<file path="src/rtl/alu_ctrl_dmem_if.sv">
// Bus bundle for the decode/execute/memory slice: operands in, ALU/write-back
// results and decoded control out.
interface alu_ctrl_dmem_if #(
    parameter int WIDTH = 32
);
    logic [31:0]      instr;
    logic [WIDTH-1:0] rd1;
    logic [WIDTH-1:0] rd2;
    logic [WIDTH-1:0] imm;
    logic [WIDTH-1:0] alu_result;
    logic [WIDTH-1:0] result;
    logic             eq;
    logic             reg_write;
    logic             branch;
    logic [1:0]       jump;
    logic [2:0]       imm_src;
    logic             wd3_src;
    logic             result_src;
    logic             wdme;
    logic             alu_src;
    logic             floating;
    logic             exit;
    logic             halted;

    modport master (
        output instr, rd1, rd2, imm,
        input  alu_result, result, eq, reg_write, branch, jump, imm_src,
               wd3_src, result_src, wdme, alu_src, floating, exit, halted
    );

    modport slave (
        input  instr, rd1, rd2, imm,
        output alu_result, result, eq, reg_write, branch, jump, imm_src,
               wd3_src, result_src, wdme, alu_src, floating, exit, halted
    );
endinterface

</file>
<file path="src/rtl/alu_ctrl_dmem.sv">
// Single-cycle decode / 32-bit ALU / word data memory slice with sticky halt.
// Optional feature macro: ALU_MUL_EN (alu_ctrl 1011 becomes MUL).
module alu_ctrl_dmem #(
    parameter int WIDTH      = 32,
    parameter int DMEM_WORDS = 64
) (
    input  logic            clk,
    input  logic            rst,
    alu_ctrl_dmem_if.slave  bus
);
    localparam int AW = $clog2(DMEM_WORDS);

    localparam logic [5:0] OP_RALU  = 6'b000000;
    localparam logic [5:0] OP_IALU  = 6'b000001;
    localparam logic [5:0] OP_LOAD  = 6'b000010;
    localparam logic [5:0] OP_STORE = 6'b000011;
    localparam logic [5:0] OP_BEQ   = 6'b000100;
    localparam logic [5:0] OP_CALL  = 6'b000101;
    localparam logic [5:0] OP_JALR  = 6'b000110;
    localparam logic [5:0] OP_FPR   = 6'b000111;
    localparam logic [5:0] OP_EXIT  = 6'b111111;

    localparam logic [3:0] ALU_ADD   = 4'b0000;
    localparam logic [3:0] ALU_SUB   = 4'b0001;
    localparam logic [3:0] ALU_AND   = 4'b0010;
    localparam logic [3:0] ALU_OR    = 4'b0011;
    localparam logic [3:0] ALU_XOR   = 4'b0100;
    localparam logic [3:0] ALU_SLL   = 4'b0101;
    localparam logic [3:0] ALU_SRL   = 4'b0110;
    localparam logic [3:0] ALU_SRA   = 4'b0111;
    localparam logic [3:0] ALU_SLT   = 4'b1000;
    localparam logic [3:0] ALU_SLTU  = 4'b1001;
    localparam logic [3:0] ALU_PASSB = 4'b1010;
    localparam logic [3:0] ALU_MUL   = 4'b1011;

    logic [5:0] opcode;
    logic [3:0] funct4;
    logic       unusedInstrBits;

    assign opcode = bus.instr[31:26];
    assign funct4 = bus.instr[13:10];
    // Register specifiers are consumed by the register file, not by this slice.
    assign unusedInstrBits = ^{bus.instr[25:14], bus.instr[9:0]};

    logic [3:0] aluCtrl;
    logic       regWrite, branch, wd3Src, resultSrc, wdme, aluSrc, floating, exitC;
    logic [1:0] jump;
    logic [2:0] immSrc;

    always_comb begin
        // NOTE: every decoded signal gets a default before the case so no path leaves one unassigned (no latches).
        aluCtrl   = ALU_ADD;
        regWrite  = 1'b0;
        branch    = 1'b0;
        jump      = 2'b00;
        immSrc    = 3'b000;
        wd3Src    = 1'b0;
        resultSrc = 1'b0;
        wdme      = 1'b0;
        aluSrc    = 1'b0;
        floating  = 1'b0;
        exitC     = 1'b0;
        case (opcode)
            OP_RALU:  begin aluCtrl = funct4; regWrite = 1'b1; end
            OP_IALU:  begin aluCtrl = funct4; aluSrc = 1'b1; regWrite = 1'b1; end
            OP_LOAD:  begin aluSrc = 1'b1; regWrite = 1'b1; resultSrc = 1'b1; end
            OP_STORE: begin aluSrc = 1'b1; wdme = 1'b1; immSrc = 3'b001; end
            OP_BEQ:   begin aluCtrl = ALU_SUB; branch = 1'b1; immSrc = 3'b010; end
            OP_CALL:  begin jump = 2'b10; regWrite = 1'b1; wd3Src = 1'b1; immSrc = 3'b011; end
            OP_JALR:  begin jump = 2'b11; aluSrc = 1'b1; end
            OP_FPR:   begin aluCtrl = funct4; floating = 1'b1; regWrite = 1'b1; end
            OP_EXIT:  exitC = 1'b1;
            default:  ;
        endcase
    end

    logic [WIDTH-1:0] op1, op2, aluOut;
    logic [4:0]       shamt;

    assign op1   = bus.rd1;
    assign op2   = aluSrc ? bus.imm : bus.rd2;
    assign shamt = op2[4:0];

    always_comb begin
        aluOut = '0;
        case (aluCtrl)
            ALU_ADD:   aluOut = op1 + op2;
            ALU_SUB:   aluOut = op1 - op2;
            ALU_AND:   aluOut = op1 & op2;
            ALU_OR:    aluOut = op1 | op2;
            ALU_XOR:   aluOut = op1 ^ op2;
            ALU_SLL:   aluOut = op1 << shamt;
            ALU_SRL:   aluOut = op1 >> shamt;
            ALU_SRA:   aluOut = $signed(op1) >>> shamt;
            ALU_SLT:   aluOut = WIDTH'($signed(op1) < $signed(op2));
            ALU_SLTU:  aluOut = WIDTH'(op1 < op2);
            ALU_PASSB: aluOut = op2;
`ifdef ALU_MUL_EN
            ALU_MUL:   aluOut = op1 * op2;
`else
            ALU_MUL:   aluOut = '0;
`endif
            default:   aluOut = '0;
        endcase
    end

    logic [WIDTH-1:0] mem [DMEM_WORDS];
    logic [AW-1:0]    wordIdx;
    logic             haltedQ;

    // Upper address bits and the byte offset are dropped: word access that wraps.
    assign wordIdx = aluOut[AW+1:2];

    always_ff @(posedge clk or negedge rst) begin
        if (!rst) begin
            haltedQ <= 1'b0;
            // NOTE: the whole memory is cleared by reset, so it must be built from flops, not a RAM macro.
            for (int i = 0; i < DMEM_WORDS; i++) mem[i] <= '0;
        end else begin
            // NOTE: non-blocking writes here keep a same-cycle load returning the pre-edge word.
            if (wdme && !haltedQ) mem[wordIdx] <= bus.rd2;
            if (exitC) haltedQ <= 1'b1;
        end
    end

    assign bus.alu_result = aluOut;
    assign bus.result     = resultSrc ? mem[wordIdx] : aluOut;
    assign bus.eq         = (op1 == op2);
    assign bus.reg_write  = regWrite;
    assign bus.branch     = branch;
    assign bus.jump       = jump;
    assign bus.imm_src    = immSrc;
    assign bus.wd3_src    = wd3Src;
    assign bus.result_src = resultSrc;
    assign bus.wdme       = wdme;
    assign bus.alu_src    = aluSrc;
    assign bus.floating   = floating;
    assign bus.exit       = exitC;
    assign bus.halted     = haltedQ;
endmodule

</file>
<file path="src/flat_wrapper.sv">
// flat-port wrapper written by rule: the top's interface ports become plain ports
module alu_ctrl_dmem_flat 
#(
    parameter int WIDTH      = 32,
    parameter int DMEM_WORDS = 64
)
  (clk, rst, bus_instr, bus_rd1, bus_rd2, bus_imm, bus_alu_result, bus_result, bus_eq, bus_reg_write, bus_branch, bus_jump, bus_imm_src, bus_wd3_src, bus_result_src, bus_wdme, bus_alu_src, bus_floating, bus_exit, bus_halted);
  alu_ctrl_dmem_if #(.WIDTH(WIDTH)) bus_i ();
  input  logic clk;
  input  logic rst;
  input wire logic [$bits(bus_i.instr)-1:0] bus_instr;
  input wire logic [$bits(bus_i.rd1)-1:0] bus_rd1;
  input wire logic [$bits(bus_i.rd2)-1:0] bus_rd2;
  input wire logic [$bits(bus_i.imm)-1:0] bus_imm;
  output wire logic [$bits(bus_i.alu_result)-1:0] bus_alu_result;
  output wire logic [$bits(bus_i.result)-1:0] bus_result;
  output wire logic [$bits(bus_i.eq)-1:0] bus_eq;
  output wire logic [$bits(bus_i.reg_write)-1:0] bus_reg_write;
  output wire logic [$bits(bus_i.branch)-1:0] bus_branch;
  output wire logic [$bits(bus_i.jump)-1:0] bus_jump;
  output wire logic [$bits(bus_i.imm_src)-1:0] bus_imm_src;
  output wire logic [$bits(bus_i.wd3_src)-1:0] bus_wd3_src;
  output wire logic [$bits(bus_i.result_src)-1:0] bus_result_src;
  output wire logic [$bits(bus_i.wdme)-1:0] bus_wdme;
  output wire logic [$bits(bus_i.alu_src)-1:0] bus_alu_src;
  output wire logic [$bits(bus_i.floating)-1:0] bus_floating;
  output wire logic [$bits(bus_i.exit)-1:0] bus_exit;
  output wire logic [$bits(bus_i.halted)-1:0] bus_halted;
  assign bus_i.instr = bus_instr;
  assign bus_i.rd1 = bus_rd1;
  assign bus_i.rd2 = bus_rd2;
  assign bus_i.imm = bus_imm;
  assign bus_alu_result = bus_i.alu_result;
  assign bus_result = bus_i.result;
  assign bus_eq = bus_i.eq;
  assign bus_reg_write = bus_i.reg_write;
  assign bus_branch = bus_i.branch;
  assign bus_jump = bus_i.jump;
  assign bus_imm_src = bus_i.imm_src;
  assign bus_wd3_src = bus_i.wd3_src;
  assign bus_result_src = bus_i.result_src;
  assign bus_wdme = bus_i.wdme;
  assign bus_alu_src = bus_i.alu_src;
  assign bus_floating = bus_i.floating;
  assign bus_exit = bus_i.exit;
  assign bus_halted = bus_i.halted;
  alu_ctrl_dmem #(.WIDTH(WIDTH), .DMEM_WORDS(DMEM_WORDS)) u_core (.clk(clk), .rst(rst), .bus(bus_i));
endmodule
</file>
<file path="config.mk">
export PLATFORM = sky130hd
export DESIGN_NAME = alu_ctrl_dmem_flat
export DESIGN_NICKNAME = d
export VERILOG_FILES = /design/src/rtl/alu_ctrl_dmem_if.sv /design/src/rtl/alu_ctrl_dmem.sv /design/src/flat_wrapper.sv
export SDC_FILE = /design/constraint.sdc
export NUM_CORES = 2
export LEC_CHECK = 0
export CELL_PAD_IN_SITES_DETAIL_PLACEMENT = 2
export CELL_PAD_IN_SITES_GLOBAL_PLACEMENT = 2
export CORE_MARGIN = 5
export CORE_UTILIZATION = 35
export DETAILED_ROUTE_END_ITERATION = 10
export HOLD_SLACK_MARGIN = 0.1
export PLACE_DENSITY = 0.8
export RECOVER_POWER = 25
export SLEW_MARGIN = 20
export SYNTH_ARGS = -nofsm -noshare
export SYNTH_HDL_FRONTEND = slang
export SYNTH_SLANG_ARGS = --single-unit
</file>
<file path="constraint.sdc">
create_clock -name clk -period 9.9 [get_ports clk]
set_clock_uncertainty 0.05 [all_clocks]
set_input_delay 2.475 -clock clk [delete_from_list [all_inputs] [get_ports clk]]
set_output_delay 2.475 -clock clk [all_outputs]
set_load 0.005 [all_outputs]
</file>
==> flow_summary.rst, run 1 <==
.. list-table::
   :header-rows: 1

   * - Metric
     - Value
   * - Status
     - stopped before the end
   * - Stage where the flow stopped
     - global routing
   * - Error message
     - [ERROR GRT-0232] Routing congestion too high. Check the congestion heatmap in the GUI.
   * - Deepest level of the CTS H-tree
     - 4
   * - Post-cts hold buffer count
     - 0
   * - Worst endpoint after global-route timing repair
     - bus_result[23]
   * - Floorplan die height
     - 557 um
   * - Kind of the worst endpoint
     - top-level output
   * - Final HPWL from detailed placement
     - approximately 410 mm
   * - Global-route usage over all layers
     - 0.759
   * - Post-synthesis area per instance
     - 11.3 sq um
   * - Most instantiated flip-flop cell in the synthesis netlist
     - sky130_fd_sc_hd__dfrtp_1
   * - Dominant combinational cell family by area after synthesis
     - multiplexers
   * - Post-synth cell types
     - a little under 100
   * - Routability Congestion
     - 0.946
   * - Number of enable flip-flop cells after synthesis
     - 0
   * - Combined area of all synthesized cells
     - 105000 sq um
   * - Number of port buffers
     - between 150 and 200
   * - Mux cell area share after synthesis
     - 0.255
   * - Basic-gate share of the synthesized area counting and, or, nand and nor cells
     - 0.0814
   * - Sequential cell area fraction in the yosys report
     - 0.489
   * - Post-Synth Adder-Cell Area
     - 0.0109
   * - Horizontal die dimension
     - 557 um
   * - Antenna violations before repair
     - 270
   * - Initial core utilization
     - 0.351
   * - Post-Synthesis Net Count
     - 9539
   * - CTS sink cnt
     - 2049
   * - Xor-xnor portion of the synthesized cell area
     - 0.000334
   * - TritonCTS Buffers
     - 222
   * - Buffer type at the clock tree root
     - sky130_fd_sc_hd__clkbuf_16
   * - Number of warnings printed during yosys synthesis
     - 0
   * - Total congestion overflow after global routing
     - 339
   * - Total number of placement rows
     - between 200 and 250
   * - Number of synthesized register bits
     - between 2000 and 2500
   * - Maximum number of pins on one net before global-route repair
     - 177
   * - Buffer levels on the longest clock path
     - 4
   * - Post-synth ARST share
     - 1.00
   * - Placement Setup Slack
     - -2.32 ns
   * - Count of boundary I/O pins
     - roughly 210
   * - Fraction of the mapped netlist area in compound gates
     - 0.121
   * - Number of standard cells after synthesis
     - between 9000 and 10000
## layer usage
metal,overflow,track usage
met1,12,0.741
met2,166,0.846
met3,28,0.708
met4,131,0.741
met5,2,0.577
## through the flow
stage / instances / cell area [sq um] / utilization / hold WS, ns
after global placement: 14200 / 123000 / 0.413 / 0.410
after floorplan: 9318 / 105000 / - / 0.399
after detailed placement: 14200 / 123000 / 0.413 / 0.427
after CTS: 14900 / 139000 / 0.466 / 0.450
## cells in the mapped netlist, types with 71 or more instances
master                     count  share of area
sky130_fd_sc_hd__o22ai_1      73         0.0044
sky130_fd_sc_hd__inv_1       104         0.0037
sky130_fd_sc_hd__nand3_1     299          0.014
sky130_fd_sc_hd__buf_2       349          0.017
sky130_fd_sc_hd__a22oi_1     156          0.011
sky130_fd_sc_hd__a211oi_1    110         0.0079
sky130_fd_sc_hd__mux2_1       74         0.0079
sky130_fd_sc_hd__ha_1         90          0.011
sky130_fd_sc_hd__nor2_1      225         0.0081
sky130_fd_sc_hd__a221oi_1    105         0.0088
sky130_fd_sc_hd__a21oi_1     453          0.022
sky130_fd_sc_hd__nor3_1      107         0.0051
sky130_fd_sc_hd__dfrtp_1    2049           0.49
sky130_fd_sc_hd__mux2i_1     240          0.023
sky130_fd_sc_hd__o21ai_0     312          0.015
sky130_fd_sc_hd__nand2_1    1059          0.038
sky130_fd_sc_hd__mux2_2     2005           0.22
sky130_fd_sc_hd__a311oi_1     73         0.0061
sky130_fd_sc_hd__clkbuf_1    455          0.016
sky130_fd_sc_hd__buf_1        71         0.0025
## kinds of logic after synthesis
| logic type | count (synthesis) |
|---|---|
| muxes | 2358 |
| AOI/OAI and AO/OA | 1843 |
| and+or+nand+nor | 1938 |
| xor gates and xnor gates | 4 |
| DFF | 2049 |
| other | 1 |
| adders and majority gates | 91 |
| buffers and inverters | 1034 |
## repair_timing
item,in CTS
setup endpoints to repair,63
gates resized for setup,1339
gates cloned,21
setup buffers,314
pin swaps,335
==> inputs of run 2 (changes only) <==
--- a/config.mk
+++ b/config.mk
@@ -5,13 +5,10 @@
 export SDC_FILE = /design/constraint.sdc
 export NUM_CORES = 2
 export LEC_CHECK = 0
-export CELL_PAD_IN_SITES_DETAIL_PLACEMENT = 2
-export CELL_PAD_IN_SITES_GLOBAL_PLACEMENT = 2
 export CORE_MARGIN = 5
-export CORE_UTILIZATION = 35
+export CORE_UTILIZATION = 20
 export DETAILED_ROUTE_END_ITERATION = 10
-export HOLD_SLACK_MARGIN = 0.1
-export PLACE_DENSITY = 0.8
+export PLACE_DENSITY_LB_ADDON = 0.15
 export RECOVER_POWER = 25
 export SLEW_MARGIN = 20
 export SYNTH_ARGS = -nofsm -noshare
==> constraint.sdc (replaced) <==
create_clock -name clk -period 12.85 [get_ports clk]
set_clock_uncertainty 0.05 [all_clocks]
set_input_delay 3.2125 -clock clk [delete_from_list [all_inputs] [get_ports clk]]
set_output_delay 3.2125 -clock clk [all_outputs]
set_load 0.005 [all_outputs]
==> run 2 against run 1 <==
  * The flow now finishes, with violations (capacitance limit, slew limit)
  * Synthesized cell count stayed put
  * Synthesized area stayed put
==> flow_summary.rst, run 2 <==
.. list-table::
   :header-rows: 1

   * - Metric
     - Value
   * - Status
     - complete, but fails checks
   * - Violated checks
     - capacitance limit, slew limit
   * - Share of power burned in combinational logic
     - 0.243
   * - Share of power burned in registers
     - 0.368
   * - Placed Instance Area
     - between 100000 and 150000 sq um
   * - Initial core utilization
     - 0.200
   * - Crit path buffers/inverters
     - 12
   * - DRC viols
     - 0
   * - Placement Setup Slack
     - -1.12 ns
   * - Largest area contributor in the netlist
     - sky130_fd_sc_hd__dfrtp_1
   * - Total number of placement rows
     - 266
   * - Post-route antenna net violation count
     - 0
   * - Final core utilization
     - 0.252
   * - Reg2reg start
     - u_core.bus.halted$_DFFE_PN0P_
   * - Total congestion overflow after global routing
     - 0
   * - Number of synthesized register bits
     - 2049
   * - Buffer levels on the longest clock path
     - 4
   * - Number of port buffers
     - 185
   * - Highest net fanout along the worst path
     - 27
   * - Sum Neg Setup Slack
     - 0 ns
   * - Final HPWL from detailed placement
     - 388 mm
   * - Via-per-instance ratio
     - 4.96
   * - Floorplan die height
     - 734 um
   * - Slowest cell on the critical path
     - sky130_fd_sc_hd__clkdlybuf4s50_1
   * - CTS clk-pin slew, worst paths
     - 0.05 ns
   * - Crit path capture type
     - output port
   * - Fraction of synthesized cell area taken by the top area cell type
     - 0.489
   * - Hold Fails Final Rpt
     - 0
   * - First drt pass iteration count
     - 5
   * - Layer carrying the most global-route usage
     - met2
   * - Worst EP required
     - 9.59 ns
   * - Most instantiated flip-flop cell in the synthesis netlist
     - sky130_fd_sc_hd__dfrtp_1
   * - WHS Endpoint
     - u_core.mem[2040]$_DFFE_PN0P_
   * - Leading cell types in the layout, fill and taps excluded
     - sky130_fd_sc_hd__dfrtp_1, sky130_fd_sc_hd__mux2_2, sky130_fd_sc_hd__nand2_1
   * - R2R Path End
     - u_core.mem[1559]$_DFFE_PN0P_
   * - Final worst path period share
     - 0.990
   * - Global-route usage over all layers
     - 0.209
   * - Die area
     - 539000 sq um
   * - Deepest level of the CTS H-tree
     - 4
   * - Grt met1 use
     - 0.286
   * - Final nets
     - 10200
   * - Fraction of power consumed by the clock network
     - 0.389
   * - List of most frequent post-synthesis cells
     - sky130_fd_sc_hd__dfrtp_1, sky130_fd_sc_hd__mux2_2, sky130_fd_sc_hd__nand2_1
   * - RSZ-0062 raised after global routing
     - true
   * - Global Route met2 Usage
     - 0.338
   * - Kind of critical path
     - in -> out
   * - Slew of the pin with the lowest slew margin
     - 7.43 ns
   * - Placeable core region
     - 524000 sq um
   * - Net switching share of the total power
     - 0.329
   * - Post-cts hold buffer count
     - 0
   * - Post-route non-filler standard cell count
     - between 15000 and 20000
   * - Most area-consuming cells after synthesis
     - sky130_fd_sc_hd__dfrtp_1, sky130_fd_sc_hd__mux2_2, sky130_fd_sc_hd__nand2_1
   * - Net switching power figure
     - a little under 6 mW
   * - Leakage dissipation
     - 60.1 nW
   * - Average wire per standard cell
     - 33.9 um
   * - TritonCTS Buffers
     - 234
   * - Total routed wirelength
     - 582 mm
   * - Total non-filler cell area in the finished layout
     - ~130000 sq um
   * - Total number of vias
     - 85300
   * - Share of final-layout standard cells stronger than drive strength 1
     - 0.382
   * - Internal power
     - approximately 12 mW
   * - Cell family with most CP delay
     - buffers and inverters
   * - Clock latency of the later-clocked register in the worst-skew pair
     - 0.94 ns
   * - Post-Synthesis Net Count
     - 9539
   * - Syn-to-layout area delta
     - 25.9%
   * - Final critical path time including I/O delays and setup
     - 12.73 ns
   * - Number of warnings printed during yosys synthesis
     - 0
   * - Count of boundary I/O pins
     - ~210
   * - Met3 routing resource usage after global routing
     - 0.0292
   * - Smallest hold slack
     - 0.432 ns
   * - Top-count cell post-synth
     - sky130_fd_sc_hd__dfrtp_1
   * - Logic depth of the worst register-to-register path
     - 5
   * - Crit path DAT
     - 9.46 ns
   * - Final setup violation count
     - 0
   * - Cells on Worst Hold Path
     - 1
   * - Sequential cell area fraction in the yosys report
     - 0.489
   * - FF+latch area
     - 51300 sq um
   * - Post-synthesis area per instance
     - about 11 sq um
   * - Delay of the slowest cell on the worst path
     - about 0.65 ns
   * - Routability Congestion
     - 0.885
   * - Area taken by multi-input logic gates
     - 50400 sq um
   * - Total stage count of the critical path
     - 25
   * - CTS tree
     - yes
   * - Worst slew margin relative to its limit
     - -3.95
   * - Placed cell count
     - about 17000
   * - Number of flip-flops in the largest register
     - ~2000
   * - Number of standard cells after synthesis
     - between 9000 and 10000
   * - Setup slack of the critical path after layout
     - approximately 0.12 ns
   * - Number of max-cap violations
     - 10
   * - Top register by number of flip-flops
     - u_core.mem
   * - Wire length of the first global-routing pass
     - a little under 800 mm
   * - Number of enable flip-flop cells after synthesis
     - 0
   * - Horizontal die dimension
     - 734 um
   * - Antenna violations before repair
     - between 50 and 60
   * - Maximum frequency from static timing analysis
     - 0.0786 GHz
   * - Most common cell after layout, fill and taps aside
     - sky130_fd_sc_hd__dfrtp_1
   * - Final Total Pwr
     - 18.0 mW
   * - Combined area of all synthesized cells
     - 105000 sq um
   * - Crit start category
     - input port
   * - Maximum number of pins on one net before global-route repair
     - 166
   * - DRC violation total after the first TritonRoute iteration
     - 7990
   * - CTS sink cnt
     - 2049
   * - Slack of the worst reg-to-reg path
     - 8.71 ns
   * - Launch instance of the worst min-delay path
     - u_core.mem[2040]$_DFFE_PN0P_
   * - Worst vdd rail ir drop
     - 0.118 mV
   * - Min-delay worst type
     - reg -> reg
   * - Number of pins exceeding their max-slew limit in the final report
     - 836
   * - Post-synth ARST share
     - 1.00
   * - Buffer type at the clock tree root
     - sky130_fd_sc_hd__clkbuf_16
   * - Power density relative to cell area
     - about 140 nW/um^2
   * - Number of global-route vias before repair
     - just under 90000
   * - Filler instances
     - approximately 55000
   * - Post-synth cell types
     - between 90 and 100
run 2: worst max-delay path by stage:
stage                   from              to  slack, ns
2_1_floorplan  bus_instr[27]  bus_result[26]       0.94
3_3_place_gp   bus_instr[29]   bus_result[2]      -1.27
3_5_place_dp   bus_instr[29]   bus_result[2]      -1.12
4_1_cts        bus_instr[28]  bus_result[26]      -0.01
5_1_grt        bus_instr[30]  bus_result[20]      -0.05
6_report       bus_instr[27]  bus_result[31]       0.12
run 2: area by class of cell:
cell class | instances | share of cell area
clock buffer | 357 | 0.0537
antenna | 10 | 0.000190
timing repair buffer | 1376 | 0.100
tap | 6968 | 0.0661
clock inverter | 69 | 0.00570
sequential | 2049 | 0.389
inverter | 113 | 0.00344
multi-input combinational | 6235 | 0.382
run 2: power groups by stage:
stage               combinational, mW  clock (mW)  sequential, mW
finish                           4.37        6.99            6.61
global route                     4.52        7.38            6.61
detailed placement               4.27           0            6.72
floorplan                        1.48           0            6.71
CTS                              4.33        7.16            6.60
global placement                 4.28           0            6.72
run 2: kinds of logic after synthesis:
logic type / after synthesis / synth area share
multiplexers: 2358 / 0.255
flip-flops: 2049 / 0.489
AND/OR/NAND/NOR: 1938 / 0.0814
AO/OA/AOI/OAI: 1843 / 0.121
buffers and inverters: 1034 / 0.0433
adder cells (fa/ha/maj): 91 / 0.0109
XOR/XNOR: 4 / 0.000334
other: 1 / 0.0000358
run 2: timing repair:
action / in CTS / in global routing
pin swaps: 24 / 16
setup buffers: 11 / 12
resized for setup: 84 / 58
gates cloned: 0 / 3
endpoints found under the setup margin: 36 / 33
run 2: per-layer routing:
| layer | routed length, um | share of wire |
|---|---|---|
| met1 | 262000 | 0.45 |
| met2 | 268000 | 0.46 |
| met3 | 30500 | 0.052 |
| met4 | 22200 | 0.038 |
| met5 | 76 | 0.00013 |
No activity file was read; power rests on OpenSTA's default activity.
